File: src/rtl/led_pkg.sv
// ----------------------------------------------------------------------------
// led_pkg
// Shared types and constants for the LED mode sequencer and its tick divider.
//   mode_t      : display mode encoding (2 bits), also driven on MODE
//   RATE_W      : width of the step-rate select (step = 2^rate base ticks)
//   RATE_CNT_W  : width of the rate counter, sized for the longest period
//   BASE_DIV_W  : divider width for the default board divider
//   div_width() : divider counter width for an arbitrary DIV
// ----------------------------------------------------------------------------
package led_pkg;

    typedef enum logic [1:0] {
        MODE_OFF    = 2'd0,
        MODE_BLINK  = 2'd1,
        MODE_CHASE  = 2'd2,
        MODE_BOUNCE = 2'd3
    } mode_t;

    localparam int RATE_W           = 2;
    // Longest period is 2^(2^RATE_W - 1) ticks, so the count needs 2^RATE_W - 1 bits.
    localparam int RATE_CNT_W       = (1 << RATE_W) - 1;
    localparam int BASE_DIV_DEFAULT = 2_500_000;
    localparam int BASE_DIV_W       = $clog2(BASE_DIV_DEFAULT);

    function automatic int div_width(input int div);
        return (div > 1) ? $clog2(div) : 1;
    endfunction

endpackage

File: src/rtl/tick_gen.sv
// ----------------------------------------------------------------------------
// tick_gen
// Free-running divider producing a registered one-cycle pulse every DIV
// cycles. The pulse is high in the cycle after the counter reaches DIV-1.
//   CLOCK_50 : clock
//   RESET    : synchronous active-high reset
//   tick     : one-cycle pulse, period DIV cycles
// ----------------------------------------------------------------------------
module tick_gen
    import led_pkg::*;
#(
    parameter int DIV = BASE_DIV_DEFAULT
) (
    input  logic CLOCK_50,
    input  logic RESET,
    output logic tick
);

    localparam int W = div_width(DIV);
    localparam logic [W-1:0] LAST = W'(DIV - 1);

    logic [W-1:0] r_cnt;
    logic         r_tick;

    always_ff @(posedge CLOCK_50) begin
        if (RESET) begin
            r_cnt  <= '0;
            r_tick <= 1'b0;
        end else begin
            r_tick <= (r_cnt == LAST);
            r_cnt  <= (r_cnt == LAST) ? '0 : r_cnt + 1'b1;
        end
    end

    assign tick = r_tick;

endmodule

File: src/rtl/led_mode_sequencer.sv
// ----------------------------------------------------------------------------
// led_mode_sequencer
// Owns the green LED bank: steps blink/chase/bounce patterns at a
// switch-selected rate and advances the display mode on each button press.
//   CLOCK_50 : board clock
//   RESET    : synchronous active-high reset
//   KEY_NEXT : mode pushbutton, active-low, asynchronous and bouncing
//   SW_EN    : 1 = run, 0 = freeze pattern and rate counter
//   SW_RATE  : step period = 2^SW_RATE base ticks
//   LEDG     : registered LED pattern
//   MODE     : registered current mode
//
// state       | meaning
// MODE_OFF    | all LEDs dark
// MODE_BLINK  | whole bank toggles each step
// MODE_CHASE  | single lit LED rotates toward the MSB
// MODE_BOUNCE | single lit LED walks MSB-ward then back, one dwell per end
// ----------------------------------------------------------------------------
module led_mode_sequencer
    import led_pkg::*;
#(
    parameter int CLK_HZ   = 50_000_000,
    parameter int BASE_DIV = 2_500_000,
    parameter int N_LEDS   = 8
) (
    input  logic              CLOCK_50,
    input  logic              RESET,
    input  logic              KEY_NEXT,
    input  logic              SW_EN,
    input  logic [RATE_W-1:0] SW_RATE,
    output logic [N_LEDS-1:0] LEDG,
    output logic [1:0]        MODE
);

    logic                  w_tick;
    logic                  r_sync1;
    logic                  r_sync2;
    logic                  r_key_prev;
    mode_t                 r_mode;
    logic [N_LEDS-1:0]     r_pattern;
    logic                  r_dir_up;
    logic [RATE_CNT_W-1:0] r_rate_cnt;

    logic                  w_press;
    logic                  w_rate_hit;
    logic [RATE_CNT_W-1:0] w_thresh;
    mode_t                 w_next_mode;
    logic [N_LEDS-1:0]     w_load_pat;
    logic [N_LEDS-1:0]     w_step_pat;
    logic                  w_step_up;

    tick_gen #(.DIV(BASE_DIV)) u_tick_gen (
        .CLOCK_50 (CLOCK_50),
        .RESET    (RESET),
        .tick     (w_tick)
    );

    // Sampling the synchronized key only on ticks acts as the debouncer.
    assign w_press     = w_tick & ~r_sync2 & r_key_prev;
    assign w_thresh    = ~({RATE_CNT_W{1'b1}} << SW_RATE);
    // >= so that lowering the rate mid-period steps on the next tick.
    assign w_rate_hit  = (r_rate_cnt >= w_thresh);
    assign w_next_mode = mode_t'(r_mode + 2'd1);

    always_comb begin
        w_load_pat = '0;
        case (w_next_mode)
            MODE_BLINK:  w_load_pat = '1;
            MODE_CHASE,
            MODE_BOUNCE: w_load_pat[0] = 1'b1;
            default:     w_load_pat = '0;
        endcase
    end

    // Bounce flips direction while sitting on an end LED, so each end is lit
    // for exactly one step period.
    always_comb begin
        w_step_pat = r_pattern;
        w_step_up  = r_dir_up;
        case (r_mode)
            MODE_OFF:   w_step_pat = '0;
            MODE_BLINK: w_step_pat = ~r_pattern;
            MODE_CHASE: w_step_pat = {r_pattern[N_LEDS-2:0], r_pattern[N_LEDS-1]};
            MODE_BOUNCE: begin
                if (r_dir_up) begin
                    if (r_pattern[N_LEDS-1]) begin
                        w_step_up  = 1'b0;
                        w_step_pat = r_pattern >> 1;
                    end else begin
                        w_step_pat = r_pattern << 1;
                    end
                end else begin
                    if (r_pattern[0]) begin
                        w_step_up  = 1'b1;
                        w_step_pat = r_pattern << 1;
                    end else begin
                        w_step_pat = r_pattern >> 1;
                    end
                end
            end
            default: w_step_pat = r_pattern;
        endcase
    end

    always_ff @(posedge CLOCK_50) begin
        if (RESET) begin
            r_sync1    <= 1'b1;
            r_sync2    <= 1'b1;
            r_key_prev <= 1'b1;
            r_mode     <= MODE_OFF;
            r_pattern  <= '0;
            r_dir_up   <= 1'b1;
            r_rate_cnt <= '0;
        end else begin
            r_sync1 <= KEY_NEXT;
            r_sync2 <= r_sync1;
            if (w_tick) begin
                r_key_prev <= r_sync2;
            end
            // A press on the same tick as a step wins; the step is dropped.
            if (w_press) begin
                r_mode     <= w_next_mode;
                r_pattern  <= w_load_pat;
                r_dir_up   <= 1'b1;
                r_rate_cnt <= '0;
            end else if (w_tick && SW_EN) begin
                if (w_rate_hit) begin
                    r_rate_cnt <= '0;
                    r_pattern  <= w_step_pat;
                    r_dir_up   <= w_step_up;
                end else begin
                    r_rate_cnt <= r_rate_cnt + 1'b1;
                end
            end
        end
    end

    assign LEDG = r_pattern;
    assign MODE = r_mode;

endmodule

File: config.mk
export PLATFORM = sky130hd
export DESIGN_NAME = led_mode_sequencer
export DESIGN_NICKNAME = d
export VERILOG_FILES = /design/src/rtl/led_pkg.sv /design/src/rtl/tick_gen.sv /design/src/rtl/led_mode_sequencer.sv
export SDC_FILE = /design/constraint.sdc
export NUM_CORES = 1
export LEC_CHECK = 0
export ABC_AREA = 1
export CAP_MARGIN = 20
export CORE_ASPECT_RATIO = 1.75
export CORE_MARGIN = 8
export CORE_UTILIZATION = 58
export DETAILED_ROUTE_END_ITERATION = 16
export PLACE_DENSITY = 0.85
export SYNTH_ARGS = -nofsm -noshare
export SYNTH_HDL_FRONTEND = slang
export SYNTH_SLANG_ARGS = --single-unit
File: constraint.sdc
create_clock -name CLOCK_50 -period 1.9 [get_ports CLOCK_50]
set_clock_uncertainty 0.1 [all_clocks]
set_input_delay 0.38 -clock CLOCK_50 [delete_from_list [all_inputs] [get_ports CLOCK_50]]
set_output_delay 0.38 -clock CLOCK_50 [all_outputs]
set_load 0.03 [all_outputs]
==> impl_metrics.ini <==
[synthesis]
yosys-top-cells-count = nand2_1, nor2_1, dfxtp_1
synth_top_area_share_pct = 35.16
yosysSeqAreaShare_pct = 35.16
ys_ff_latch = 40
synthAdderAreaFrac_pct = 5.495
yosys-top-cells-area = dfxtp_1, nand2_1, nor2_1, nand3_1, inv_1
synth_top_area_cell = dfxtp_1
yosysMostFrequentCell = nand2_1
synth_cells = 347
synth.yosys.warnings = 0
ys.flop_type = dfxtp_1
ys_async_sr_fraction_pct = 0
synth_top_family_by_area = simple AND/OR/NAND/NOR gates
syn-num-nets = 363
post_synth.cell_area_avg_um2 = 6.562
synth-edff-count = 0
synth_compound_area_share_pct = 7.473
synthXorXnorAreaFrac_pct = 4.615
synthMuxAreaShare_pct = 0
synth-simple-area-share_pct = 39.62
synth_cell_type_count = 23
mappedNetlistArea_um2 = 2277

[clocking]
clock_latency_ns = 0.29
clockRootBuffer = clkbuf_8
cts_max_level = 2
postCtsSetupRepairBufs = 0
cts_tree = done
cts_made_buffers = 5
clk_pin_slew_ns = 0.08
clkSinkCount = 40
ctsHoldBuffers = 0
clock_path_buffers = 2

[sta]
setup_violations = 0
maxSlewViolCount = 0
final.setup.tns_ns = 0
fmax_mhz = 546.1
rsz0062_at_grt = no
relSlewSlack_pct = 73.36
period_minus_slack_ns = 1.831
hold_violations = 0
worst_slew_pin_slew_ns = 0.3984
final.period_utilization_pct = 96.38

[setup_path]
arrival_ns = 1.35
r2r_cells = 7
cp_cell_sequence = clkdlybuf4s50_1
r2r_setup_slack_ns = 0.21
path_class = reg2out
cp_max_fo = 4
r2r_start = u_tick_gen.r_cnt[0]
cp_num_buf_inv = 1
rr_endpoint = u_tick_gen.r_cnt[10]
endpoint_kind = output pin
cp.required_ns = 1.42
worstSetupStartpointType = register
slowest_delay_ns = 0.69
crit_family = buffers and inverters
critPathSlowestCell = clkdlybuf4s50_1

[power]
p_leak_nw = 1.186
irDropWorstVdd_mv = 0.6011
switching_share_pct = 19.96
seq_power_share_pct = 53.8
p_clk_share_pct = 42.3
internal_power_mw = 1.265
switching_power_mw = 0.3154
pwr_density_cell_nw_per_um2 = 592.0
combPwrFrac_pct = 4.0

[global_route]
grt_overflow = 0
track_usage_pct = 17.39
grt_pass1_wl_mm = 9.073
antenna_found_initial = 0
grt_start_max_net_pins = 14
grt_pass1_vias = 2197

[layout]
nNetsFinal = 387
antenna_cells = 0
drive_gt1_share_pct = 8.333
area_growth_pct = 17.20
final_cells = 420

[detailed_routing]
via_per_inst = 5.281
drc_errors = 0
vias = 2218
dr.pass1.iters = 6
drt-total-wl_mm = 5.169
ant_nets = 0
wl_per_cell_um = 12.31
drtIter0Drc = 152

[floorplan]
die_area_um2 = 6266
core-area_um2 = 3829
ios = 16
initial_core_util_pct = 59.48
rows = 30
die_y_um = 98.89
die_w_um = 63.37

[placement]
dpl.hpwl_mm = 3.934
io_buffers = 15
place.gp.congestion = 0.9456
dp_cells = 412

[hold_path]
hold_depth = 1
min_path_type = reg2reg
hp-start = r_sync1
holdPathEnd = r_sync2

[run]
cap_viol_max_count = 0

[status]
status = finished, final reports clean
final cells by class:
cell class                      count  area [um^2]
Tap cell                           48        60.06
Multi-Input combinational cell    263         1345
Sequential cell                    40        800.8
Clock buffer                        6        72.57
Inverter                           38        142.6
Clock inverter                      2        35.03
Fill cell                         330         1160
Timing Repair Buffer               23        212.7
state kept, by name (all words and copies together), names as in the netlist:
| register | count |
|---|---|
| u_tick_gen.tick | 1 |
| r_sync2 | 1 |
| u_tick_gen.r_cnt | 22 |
| r_sync1 | 1 |
| r_dir_up | 1 |
| LEDG | 8 |
| MODE | 2 |
| r_key_prev | 1 |
| r_rate_cnt | 3 |
cell families after synthesis:
kind of cell    after synthesis
fa+ha+maj                    10
simple gates                210
flops                        40
buf+inv                      44
xor+xnor                     12
compound gates               31
placed cells by master, fill, tap and decap left out, types with 5 or more instances in the layout:
cell type,synthesis,final
a21oi_1,20,18
a22oi_1,5,5
buf_4,2,8
clkbuf_8,0,5
clkdlybuf4s50_1,0,8
dfxtp_1,40,40
ha_1,10,8
inv_1,38,38
nand2_1,104,103
nand3_1,29,28
nand4_1,6,6
nor2_1,54,54
o21ai_0,5,5
xor2_1,8,8
power groups by stage:
stage | logic (mW) | clock network (mW) | registers (mW)
6_report | 0.0626 | 0.668 | 0.850
5_1_grt | 0.0695 | 0.726 | 0.851
4_1_cts | 0.0609 | 0.685 | 0.850
3_5_place_dp | 0.0585 | 0 | 0.869
3_3_place_gp | 0.0564 | 0 | 0.869
2_1_floorplan | 0.0353 | 0 | 0.868
worst max path at each step:
stage | from | to | slack [ns] | cells after the start
after floorplan | SW_RATE[1] | LEDG[2] | 0.18 | 7
after global placement | SW_RATE[1] | r_dir_up | -0.34 | 8
after detailed placement | SW_RATE[1] | r_rate_cnt[1] | -0.42 | 8
after CTS | LEDG[6] | LEDG[6] | 0.01 | 1
after global routing | LEDG[1] | LEDG[1] | 0.004 | 1
final | LEDG[1] | LEDG[1] | 0.07 | 1
through the flow:
step / setup slack (ns) / hold WS [ns] / power, mW / utilization [%] / cell area [um^2]
after floorplan: 0.1811 / 0.2895 / 0.9037 / - / 2277
after global placement: -0.3399 / 0.2945 / 0.9253 / 65.72 / 2516
after detailed placement: -0.4164 / 0.2941 / 0.9277 / 65.72 / 2516
after CTS: 0.01199 / 0.3055 / 1.596 / 69.12 / 2646
after global routing: 0.003845 / 0.3016 / 1.646 / 69.71 / 2669
final: 0.06884 / 0.3012 / 1.580 / 69.71 / 2669
routing by layer:
metal  part of all wire (%)  GRT usage [%]
met2                     55          33.91
met3                    4.0          3.295
met1                     37          15.45
met4                    3.6          10.88
met5                      0              0
repair_timing:
action | in CTS | in global routing
setup endpoints to repair | 15 | 13
resized for setup | 9 | 5
pin swaps | 2 | 2
(Power assumes the default switching activity.)
